`src/rtl/mem_port_arbiter.sv`:
```
// mem_port_arbiter
//   Shares one single-ported memory bus between the instruction-fetch port and
//   the load/store port. Runs one bus transaction at a time; data has priority
//   over fetch, but after MAX_DATA_STREAK consecutive data wins with a fetch
//   pending, the fetch is forced through.
//
// Parameters
//   MAX_DATA_STREAK  consecutive data grants allowed while fetch waits (1..15)
//
// Ports
//   clk, rstn                 clock, asynchronous active-low reset
//   i_if_req/addr/kill        fetch request (level), address, abandon fetch
//   o_if_rdata/done/stall     fetched word, completion pulse, fetch waiting
//   i_d_read/write            load / store request (level, mutually exclusive)
//   i_d_addr/wdata/mask       data address, store data, size code
//   o_d_rdata/done/stall      load data, completion pulse, data waiting
//   o_mem_req/we/addr/wdata/mask  bus request and its latched fields
//   i_mem_gnt                 bus accepts the request
//   i_mem_rvalid/rdata        bus read response
//
// Optional build macro
//   MEM_ARB_PERF_EN  adds o_perf_if_stall_cycles, o_perf_d_stall_cycles and
//                    o_perf_bus_busy_cycles (32-bit free-running, wrapping).

module mem_port_arbiter #(
    parameter int unsigned MAX_DATA_STREAK = 4
) (
    input  logic        clk,
    input  logic        rstn,
    input  logic        i_if_req,
    input  logic [31:0] i_if_addr,
    input  logic        i_if_kill,
    output logic [31:0] o_if_rdata,
    output logic        o_if_done,
    output logic        o_if_stall,
    input  logic        i_d_read,
    input  logic        i_d_write,
    input  logic [31:0] i_d_addr,
    input  logic [31:0] i_d_wdata,
    input  logic [1:0]  i_d_mask,
    output logic [31:0] o_d_rdata,
    output logic        o_d_done,
    output logic        o_d_stall,
    output logic        o_mem_req,
    output logic        o_mem_we,
    output logic [31:0] o_mem_addr,
    output logic [31:0] o_mem_wdata,
    output logic [1:0]  o_mem_mask,
    input  logic        i_mem_gnt,
    input  logic        i_mem_rvalid,
    input  logic [31:0] i_mem_rdata
`ifdef MEM_ARB_PERF_EN
    ,
    output logic [31:0] o_perf_if_stall_cycles,
    output logic [31:0] o_perf_d_stall_cycles,
    output logic [31:0] o_perf_bus_busy_cycles
`endif
);

    localparam int unsigned ADDR_W   = 32;
    localparam int unsigned DATA_W   = 32;
    localparam int unsigned MASK_W   = 2;
    localparam int unsigned STREAK_W = 4;

    localparam logic [STREAK_W-1:0] STREAK_MAX = STREAK_W'(MAX_DATA_STREAK);
    localparam logic [MASK_W-1:0]   MASK_WORD  = MASK_W'(2);

    typedef enum logic [1:0] {
        S_IDLE = 2'd0,
        S_REQ  = 2'd1,
        S_RESP = 2'd2,
        S_DONE = 2'd3
    } state_t;

    state_t              state;
    state_t              state_nxt;

    logic [STREAK_W-1:0] streak;
    logic                owner_d;      // 1 = current transaction belongs to data port
    logic                kill_flag;    // fetch was killed after its bus request rose
    logic                mem_req;
    logic                mem_we;
    logic [ADDR_W-1:0]   mem_addr;
    logic [DATA_W-1:0]   mem_wdata;
    logic [MASK_W-1:0]   mem_mask;
    logic [DATA_W-1:0]   if_rdata;
    logic [DATA_W-1:0]   if_rdata_prev; // restored if the fetch is killed in DONE
    logic [DATA_W-1:0]   d_rdata;
    logic                if_done_q;
    logic                d_done;

    logic                d_req_c;
    logic                pick_d_c;
    logic                pick_if_c;

    // Winner selection (only acted upon in IDLE)
    always_comb begin : p_arb
        d_req_c   = i_d_read | i_d_write;
        pick_d_c  = 1'b0;
        pick_if_c = 1'b0;
        if (d_req_c && (streak < STREAK_MAX)) begin
            pick_d_c = 1'b1;
        end else if (i_if_req && !i_if_kill) begin
            pick_if_c = 1'b1;
        end else if (d_req_c) begin
            pick_d_c = 1'b1;
        end
    end

    // State register
    always_ff @(posedge clk or negedge rstn) begin : p_state
        if (!rstn) begin
            state <= S_IDLE;
        end else begin
            state <= state_nxt;
        end
    end

    // Next-state logic
    always_comb begin : p_next
        state_nxt = state;
        case (state)
            S_IDLE: begin
                if (pick_d_c || pick_if_c) begin
                    state_nxt = S_REQ;
                end
            end
            S_REQ: begin
                if (i_mem_gnt) begin
                    state_nxt = mem_we ? S_DONE : S_RESP;
                end
            end
            S_RESP: begin
                if (i_mem_rvalid) begin
                    state_nxt = S_DONE;
                end
            end
            S_DONE: begin
                state_nxt = S_IDLE;
            end
            default: begin
                state_nxt = S_IDLE;
            end
        endcase
    end

    // Transaction fields, response capture and completion pulses
    always_ff @(posedge clk or negedge rstn) begin : p_datapath
        if (!rstn) begin
            owner_d       <= 1'b0;
            kill_flag     <= 1'b0;
            mem_req       <= 1'b0;
            mem_we        <= 1'b0;
            mem_addr      <= '0;
            mem_wdata     <= '0;
            mem_mask      <= '0;
            if_rdata      <= '0;
            if_rdata_prev <= '0;
            d_rdata       <= '0;
            if_done_q     <= 1'b0;
            d_done        <= 1'b0;
        end else begin
            if_done_q <= 1'b0;
            d_done    <= 1'b0;
            case (state)
                S_IDLE: begin
                    if (pick_d_c || pick_if_c) begin
                        owner_d   <= pick_d_c;
                        mem_req   <= 1'b1;
                        mem_we    <= pick_d_c & i_d_write;
                        mem_addr  <= pick_d_c ? i_d_addr : i_if_addr;
                        mem_wdata <= pick_d_c ? i_d_wdata : '0;
                        mem_mask  <= pick_d_c ? i_d_mask : MASK_WORD;
                    end
                end
                S_REQ: begin
                    // a killed fetch still finishes its bus handshake
                    if (!owner_d && i_if_kill) begin
                        kill_flag <= 1'b1;
                    end
                    if (i_mem_gnt) begin
                        mem_req <= 1'b0;
                        if (mem_we) begin
                            d_done <= 1'b1;
                        end
                    end
                end
                S_RESP: begin
                    if (!owner_d && i_if_kill) begin
                        kill_flag <= 1'b1;
                    end
                    if (i_mem_rvalid) begin
                        if (owner_d) begin
                            d_rdata <= i_mem_rdata;
                            d_done  <= 1'b1;
                        end else if (!kill_flag && !i_if_kill) begin
                            if_rdata_prev <= if_rdata;
                            if_rdata      <= i_mem_rdata;
                            if_done_q     <= 1'b1;
                        end
                    end
                end
                S_DONE: begin
                    kill_flag <= 1'b0;
                    // late kill: discard the word captured in RESP
                    if (!owner_d && if_done_q && i_if_kill) begin
                        if_rdata <= if_rdata_prev;
                    end
                end
                default: begin
                    kill_flag <= 1'b0;
                end
            endcase
        end
    end

    // Consecutive data-win counter, only meaningful while fetch is waiting
    always_ff @(posedge clk or negedge rstn) begin : p_streak
        if (!rstn) begin
            streak <= '0;
        end else if (!i_if_req) begin
            streak <= '0;
        end else if (state == S_IDLE) begin
            if (pick_if_c) begin
                streak <= '0;
            end else if (pick_d_c && (streak < STREAK_MAX)) begin
                streak <= streak + STREAK_W'(1);
            end
        end
    end

    assign o_mem_req   = mem_req;
    assign o_mem_we    = mem_we;
    assign o_mem_addr  = mem_addr;
    assign o_mem_wdata = mem_wdata;
    assign o_mem_mask  = mem_mask;
    assign o_if_rdata  = if_rdata;
    assign o_d_rdata   = d_rdata;
    assign o_d_done    = d_done;
    assign o_if_done   = if_done_q & ~i_if_kill;
    assign o_if_stall  = i_if_req & ~o_if_done & ~i_if_kill;
    assign o_d_stall   = (i_d_read | i_d_write) & ~o_d_done;

`ifdef MEM_ARB_PERF_EN
    logic [31:0] perf_if_stall;
    logic [31:0] perf_d_stall;
    logic [31:0] perf_busy;

    // Free-running performance counters, wrap naturally
    always_ff @(posedge clk or negedge rstn) begin : p_perf
        if (!rstn) begin
            perf_if_stall <= '0;
            perf_d_stall  <= '0;
            perf_busy     <= '0;
        end else begin
            if (o_if_stall) begin
                perf_if_stall <= perf_if_stall + 32'd1;
            end
            if (o_d_stall) begin
                perf_d_stall <= perf_d_stall + 32'd1;
            end
            if (state != S_IDLE) begin
                perf_busy <= perf_busy + 32'd1;
            end
        end
    end

    assign o_perf_if_stall_cycles = perf_if_stall;
    assign o_perf_d_stall_cycles  = perf_d_stall;
    assign o_perf_bus_busy_cycles = perf_busy;
`endif

endmodule

```
`config.mk`:
```
export PLATFORM = sky130hd
export DESIGN_NAME = mem_port_arbiter
export DESIGN_NICKNAME = d
export VERILOG_FILES = /design/src/rtl/mem_port_arbiter.sv
export SDC_FILE = /design/constraint.sdc
export NUM_CORES = 1
export LEC_CHECK = 0
export ABC_CLOCK_PERIOD_IN_PS = 1600
export BUFFER_PORTS_ARGS = -buffer_cell sky130_fd_sc_hd__buf_2
export CAP_MARGIN = 10
export CORE_MARGIN = 2
export CORE_UTILIZATION = 40
export CTS_CLUSTER_SIZE = 25
export DETAILED_ROUTE_END_ITERATION = 6
export PLACE_DENSITY = 0.7
export SYNTH_ARGS = -nofsm -noshare
export SYNTH_HDL_FRONTEND = slang
export SYNTH_SLANG_ARGS = --single-unit
```
`constraint.sdc`:
```
create_clock -name clk -period 1.6 [get_ports clk]
set_input_delay 0.16 -clock clk [delete_from_list [all_inputs] [get_ports clk]]
set_output_delay 0.16 -clock clk [all_outputs]
set_load 0.1 [all_outputs]
```
==> results.toml, run 1 <==
[logic_synthesis]
synthArstFlopShare_pct = 100.0
synth_fp_nets = 738
synth_edf_count = 0
ys_types = 36
syn_area_per_cell_um2 = 12.18
synth-seq-cells = 174
yosysWarnings = 0
yosysSeqAreaShare_pct = 60.09
ys.flop_type = "dfrtp_1"
synth_area_um2 = 7246
syn_inst = 595

[timing]
setup_ws_ps = -112.0
hold_violations = 0
tightest_slew_ps = 535.4
fmaxAchievable_mhz = 584.1
finalSetupTns_ps = -2601
rsz0062_at_grt = "yes"
fin_skew_ps = 8.849
max_slew_margin_pct = 64.55
min_period_ps = 1712
fin_hold_ws_ps = 19.31
slew_viol_final = 0
post-route-period-util_pct = 107.0
setup_viol = 47

[finish]
stdcell_count = 1265
layout_common_cells = "buf_2, dfrtp_1, dlygate4sd3_1"
final_common_cell = "buf_2"
areaGrowthSynthToFinish_pct = 61.94
nets = 1165
drive_gt1_share_pct = 51.35
stdcell_area_um2 = 11730

[outcome]
status = "finished with violations"
violations = "negative setup slack"

[detailed_routing]
first_pass_iters = 5
wire_per_inst_um = 17.37
routed-via-count = 6471
routed_wl_mm = 21.98
drc = 0
ant_nets = 0
vias_per_cell = 5.115
drtIter0Drc = 369

[die]
pin_count = 274
die_h_um = 138.6
core_area_um2 = 17840
dieArea_um2 = 19210
initial_core_util_pct = 40.61
rows = 49
die_w_um = 138.6

[cts]
clkTransAtPathRegs_ps = 70
ctsLongestPathBuffers = 2
cts_tree = "yes"
root_buffer = "clkbuf_16"
cts_sinks = 174
numCtsBuffers = 17
clock_latency_ps = 420
cts-htree-levels = 4

[worst_setup_path]
path_class = "reg -> reg"
cp-startpoint = "owner_d"
cpLargestDelayFamily = "simple AND/OR/NAND/NOR gates"
cp.required_ps = 1950
cpPeakStageDelay_ps = 530
path_cells = "or4b_4 > a22oi_4 > buf_12 > buf_16 > nor2_4 > a21oi_2"
cpMaxStageDelayCell = "or4b_4"
crit_buf_inv = 2
cp_max_fo = 14
critPathLaunchType = "flop"
arrival_ps = 2060
rr_startpoint = "owner_d"
endpoint_kind = "flop"

[grt]
grt_max_degree = 42
grt_use_total_pct = 21.64
grt_pass1_wl_mm = 33.64
antenna_found_initial = 0
overflow = 0
grt_pass1_vias = 6532

[min_path]
hp-start = "i_d_addr[27]"
hold_class = "in -> reg"

[placed_design]
dp.cells = 1100
portBuffers = 273
placed_area_um2 = 9473
post-dp-hpwl_mm = 13.00
gp_congestion = 0.8213

[job]
drv_cap = 0
## Yosys cell counts (all sizes together), types with 3 or more instances
cell type | number | area, um2
a21oi | 37 | 290.3
a22o | 34 | 297.8
a31oi | 32 | 200.2
buf | 21 | 133.9
clkbuf | 14 | 52.55
dfrtp | 174 | 4354
ha | 5 | 62.56
inv | 5 | 18.77
mux2 | 65 | 732.0
mux2i | 32 | 320.3
nand2 | 72 | 270.3
nand2b | 4 | 25.02
nand3 | 6 | 30.03
nor2 | 69 | 259.0
nor2b | 3 | 18.77
o22ai | 4 | 31.28
## worst reg2reg max path, cell delays in order (launching register included)
cell and delay, ps:
dfrtp_1 380, or4b_4 530, a22oi_4 200, buf_12 180, buf_16 180, nor2_4 50, a21oi_2 110
## state kept, by name, summed over array words and instances (netlist names)
name / count
streak: 4
o_mem_mask: 2
o_d_rdata: 32
if_rdata_prev: 32
kill_flag: 1
o_d_done: 1
o_mem_addr: 32
o_mem_req: 1
owner_d: 1
o_if_rdata: 32
if_done_q: 1
o_mem_we: 1
o_mem_wdata: 32
state: 2
## timing repair
action	4_1_cts	5_1_grt
endpoints found under the setup margin	67	97
hold buffers	119	0
endpoints found under the hold margin	131	0
cloned	2	5
buffers inserted	3	3
pin swaps	0	2
gates resized for setup	9	64
## worst paths after layout
path,slack (ps),cells after the start,to
setup / recovery,-110,6,o_if_rdata[5]
hold / removal,20,3,o_mem_addr[27]
setup reg to reg,-110,6,o_if_rdata[5]
hold reg to reg,500,1,o_d_rdata[4]
max in group asynchronous,780,3,o_mem_wdata[28]
min in group asynchronous,260,2,o_mem_addr[20]
## layer usage
| metal | vias to the layer above | wire length, um | global-route usage, % |
|---|---|---|---|
| li1 | 2967 | - | - |
| met1 | 3157 | 8843 | 27.04 |
| met2 | 296 | 10940 | 36.56 |
| met3 | 51 | 1540 | 5.421 |
| met4 | 0 | 656 | 8.056 |
| met5 | - | 0 | 0 |
## kinds of logic (layout without fill, tap and decap cells)
family / count (synthesis) / in the layout / share of synthesized area [%]
other: 0 / 2 / 0
buffers and inverters: 40 / 479 / 2.832
AND/OR/NAND/NOR: 162 / 162 / 9.135
AO/OA/AOI/OAI: 117 / 117 / 12.55
multiplexers: 97 / 97 / 14.52
flip-flops: 174 / 174 / 60.09
adder cells (fa/ha/maj): 5 / 5 / 0.8634
## layout make-up
type / instances / area [um2]
Antenna cell: 2 / 5.005
Clock buffer: 22 / 444.2
Clock inverter: 9 / 137.6
Fill cell: 1247 / 6107
Inverter: 5 / 23.77
Multi-Input combinational cell: 381 / 3149
Sequential cell: 174 / 4354
Tap cell: 229 / 286.5
Timing Repair Buffer: 443 / 3333
## through the flow
step / worst slack [ps] / utilization (%)
floorplan: -250.7 / -
global placement: -36.40 / 53.10
detailed placement: -80.17 / 53.10
CTS: -100.7 / 63.73
global route: -159.6 / 65.74
finish: -112.0 / 65.77
Power of run 1 is not shown: default switching activity piles up to over one toggle a cycle in this logic, so the estimate is an artifact.
==> inputs of run 2 (changes only) <==
SETUP_SLACK_MARGIN = 0.02   (was default)
==> results.toml, run 2 (same netlist as run 1, synthesis figures left out) <==
[placed_design]
post-dp-hpwl_mm = 13.45
portBuffers = 273
gp_congestion = 0.9006
pre_cts_slack_ps = -109.7
placed_area_um2 = 9530
dp.cells = 1106

[worst_setup_path]
cpMaxStageDelayCell = "dfrtp_1"
critPathLaunchType = "flop"
cp.depth = 10
crit_buf_inv = 6
cp_common_cell = "buf_6"
cpPeakStageDelay_ps = 420
cp_max_fo = 6
r2r.worst_path.cells = 10
cp.required_ps = 1930
endpoint_kind = "flop"
cpLargestDelayFamily = "buffers and inverters"
arrival_ps = 2020
path_cells = "inv_2 > buf_6 > ha_4 > inv_4 > a21oi_4 > buf_6 > buf_12 > buf_16 > nor2_4 > a31oi_1"
path_class = "reg -> reg"

[detailed_routing]
drc = 0
drtIter0Drc = 352
ant_nets = 0
wire_per_inst_um = 19.12
routed-via-count = 6702
vias_per_cell = 5.236
first_pass_iters = 5
routed_wl_mm = 24.48

[timing]
hold_violations = 0
slew_viol_final = 0
fmaxAchievable_mhz = 591.8
tightest_slew_ps = 524.4
setup_viol = 46
setup_ws_ps = -89.86
post-route-period-util_pct = 105.6
max_slew_margin_pct = 65.28
min_period_ps = 1690
fin_skew_ps = 12.06
rsz0062_at_grt = "yes"

[finish]
drive_gt1_share_pct = 53.52
areaGrowthSynthToFinish_pct = 68.68
multiInputGateArea_um2 = 3348
stdcell_count = 1280
layout_common_cells = "buf_2, dfrtp_1, dlygate4sd3_1"
regArea_um2 = 4354
n_fill_cell = 1180
final_common_cell = "buf_2"
nets = 1180
utilization_pct = 68.50
stdcell_area_um2 = 12220

[grt]
antenna_found_initial = 4
overflow = 0
grt_max_degree = 52
grt_pass1_vias = 6887
grt_pass1_wl_mm = 36.60
grt_use_total_pct = 23.57

[cts]
cts_tree = "yes"
root_buffer = "clkbuf_16"
clkTransAtPathRegs_ps = 70
clock_latency_ps = 420
cts_sinks = 174
cts-htree-levels = 4
ctsLongestPathBuffers = 2
numCtsBuffers = 17

[outcome]
violations = "negative setup slack"
status = "finished with violations"

[die]
pin_count = 274
rows = 49
die_h_um = 138.6
core_area_um2 = 17840
die_w_um = 138.6
dieArea_um2 = 19210
initial_core_util_pct = 40.61

[min_path]
min_delay_path_depth = 3
hold_class = "in -> reg"

[job]
drv_cap = 0
-- run 2: cell count changes in the layout (fill, tap and decap cells not counted), sizes merged --
cell	change
clkinvlp	+1
buf	+15
inv	+2
clkinv	+1
diode	-1
clkbuf	-3
-- run 2: final timing paths --
kind                         startpoint                end  slack (ps)
min                           i_mem_gnt           o_d_done          20
min reg2reg                o_d_rdata[3]       o_d_rdata[3]         500
min in group asynchronous          rstn  if_rdata_prev[14]         210
max                            state[0]     o_mem_addr[19]         -90
max reg2reg                    state[0]     o_mem_addr[19]         -90
max in group asynchronous          rstn      o_d_rdata[29]         810
-- run 2: layout make-up --
cell class	count	area share (%)
flip-flops and latches	174	35.63
repair buffers	458	29.25
multi-input cells	381	27.40
clock buffers	19	3.706
well taps	229	2.344
clock inverters	13	1.484
inverters	5	0.1740
diodes	1	0.02048
-- run 2: routing by layer --
layer	global-route usage [%]	wire (um)	up-vias
li1	-	-	3004
met1	29.66	9530	3248
met2	39.37	11880	352
met3	5.905	1914	92
met4	9.184	1107	6
met5	0	45	-
-- run 2: metrics by stage --
step                setup TNS [ps]  hold slack [ps]
floorplan                    -5847           -135.6
global placement             -1259            66.21
detailed placement           -3356            68.07
CTS                          -1749           0.6071
global route                 -7811            31.15
finish                       -1925            21.92
-- run 2: worst register-to-register path: stages (launching register included) --
cell	delay, ps
dfrtp_1	420
inv_2	90
buf_6	100
ha_4	140
inv_4	40
a21oi_4	180
buf_6	170
buf_12	120
buf_16	140
nor2_4	30
a31oi_1	170
-- run 2: timing repair --
item | CTS | global route
endpoints found under the setup margin | 124 | 132
pin swaps | 4 | 8
setup buffers | 10 | 4
hold buffers | 119 | 0
endpoints found under the hold margin | 264 | 0
gates resized for setup | 30 | 69
cloned | 7 | 5
Power of run 2 is left out for the same reason.
==> inputs of run 3 (changes only) <==
CORE_UTILIZATION = 44   (was 40)
PLACE_DENSITY = 0.76   (was 0.7)
==> results.toml, run 3 (same netlist as run 1, synthesis figures left out) <==
[timing]
setup_ws_ps = -90.48
min_period_ps = 1690
hold_violations = 0
rsz0062_at_grt = "yes"
fmaxAchievable_mhz = 591.5
tightest_slew_ps = 540.6
fin_skew_ps = 12.44
post-route-period-util_pct = 105.7
max_slew_margin_pct = 63.96
setup_viol = 33
slew_viol_final = 0

[worst_setup_path]
cp_max_fo = 10
critPathLaunchType = "flop"
cpLargestDelayFamily = "simple AND/OR/NAND/NOR gates"
rrSetupSlack_ps = -90
r2r.worst_path.cells = 6
path_cells = "or4b_4 > a22oi_4 > buf_12 > buf_12 > nor2_4 > a21oi_2"
rr_startpoint = "owner_d"
path_class = "reg -> reg"
endpoint_kind = "flop"
cp_common_cell = "buf_12"
worst_r2r_endpoint = "o_if_rdata[25]"
cp.required_ps = 1950
cpMaxStageDelayCell = "or4b_4"
arrival_ps = 2040
crit_buf_inv = 2
cpPeakStageDelay_ps = 530

[cts]
cts_sinks = 174
cts_tree = "yes"
clkTransAtPathRegs_ps = 60
ctsLongestPathBuffers = 2
clock_latency_ps = 420
cts-htree-levels = 4
root_buffer = "clkbuf_16"
numCtsBuffers = 17

[outcome]
status = "finished with violations"
violations = "negative setup slack"

[die]
die_w_um = 132.3
pin_count = 274
dieArea_um2 = 17510
initial_core_util_pct = 45.28
rows = 46
core_area_um2 = 16000
die_h_um = 132.3

[finish]
layout_common_cells = "buf_2, dfrtp_1, dlygate4sd3_1"
nets = 1172
stdcell_count = 1259
regArea_um2 = 4355
drive_gt1_share_pct = 50.29
final_common_cell = "buf_2"
multiInputGateArea_um2 = 3050
areaGrowthSynthToFinish_pct = 62.34
n_fill_cell = 994

[grt]
grt_use_total_pct = 25.78
grt_pass1_wl_mm = 35.89
antenna_found_initial = 1
overflow = 0
grt_pass1_vias = 6806
grt_max_degree = 50

[detailed_routing]
routed_wl_mm = 24.06
wire_per_inst_um = 19.11
drc = 0
vias_per_cell = 5.292
ant_nets = 0
drtIter0Drc = 408
first_pass_iters = 4
routed-via-count = 6662

[job]
drv_cap = 0

[placed_design]
gp_congestion = 0.8111
post-dp-hpwl_mm = 13.71
portBuffers = 273
dp.cells = 1093

[min_path]
hold_class = "in -> reg"
hold_path_end = "o_mem_addr[29]"
hp-start = "i_d_addr[29]"
min_delay_path_depth = 3
## run 3: cell count changes in the layout (fill, tap and decap cells not counted), sizes merged
cell | previous run | this run
clkinvlp | 2 | 4
buf | 335 | 332
clkinv | 5 | 3
clkbuf | 23 | 29
bufinv | 3 | 1
dlygate4sd3 | 119 | 110
## run 3: repair_timing
| item | 4_1_cts | 5_1_grt |
|---|---|---|
| endpoints found under the hold margin | 135 | 0 |
| hold buffers | 110 | 0 |
| setup buffers | 8 | 6 |
| cloned | 5 | 9 |
| endpoints found under the setup margin | 134 | 93 |
| pin swaps | 2 | 3 |
| resized for setup | 18 | 33 |
## run 3: area by class of cell
class                      instances  area share, %
tap                              216          2.298
inverter                           5         0.2234
timing repair buffer             450          29.74
multi-input combinational        381          25.93
clock buffer                      21          3.829
sequential                       174          37.03
clock inverter                    11         0.9254
antenna                            1        0.02127
## run 3: stage by stage
stage | area [um2] | setup TNS (ps) | setup slack, ps | hold slack (ps) | util, %
4_1_cts | 11490 | -2781 | -109.2 | 0.01782 | 71.81
2_1_floorplan | 7537 | -5847 | -250.7 | -135.6 | -
5_1_grt | 11760 | -5514 | -172.6 | 5.474 | 73.50
3_5_place_dp | 9567 | -5617 | -118.0 | 158.4 | 59.79
3_3_place_gp | 9567 | -1772 | -92.33 | 146.9 | 59.79
6_report | 11760 | -2247 | -90.48 | 13.00 | 73.51
## run 3: layer usage
| layer | vias up | wire length [um] | global-route usage (%) |
|---|---|---|---|
| met2 | 353 | 11950 | 44.47 |
| met1 | 3260 | 9254 | 31.05 |
| li1 | 2979 | - | - |
| met5 | - | 0 | 0 |
| met4 | 0 | 943 | 8.901 |
| met3 | 70 | 1916 | 7.228 |
## run 3: worst max-delay path by stage
stage	start	to	slack, ps	cells past startpoint
4_1_cts	owner_d	o_if_rdata[25]	-110	6
3_5_place_dp	owner_d	o_if_rdata[24]	-120	6
2_1_floorplan	o_d_done	o_d_stall	-250	1
6_report	owner_d	o_if_rdata[25]	-90	6
5_1_grt	owner_d	o_if_rdata[26]	-170	6
3_3_place_gp	owner_d	o_if_rdata[20]	-90	6
## run 3: worst reg2reg max path: cells and delay by family (launching register included)
family,cells,cell delay (ps)
simple gates,2,560
compound gates,2,340
buf+inv,2,350
flops,1,380
Power of run 3 is left out for the same reason.
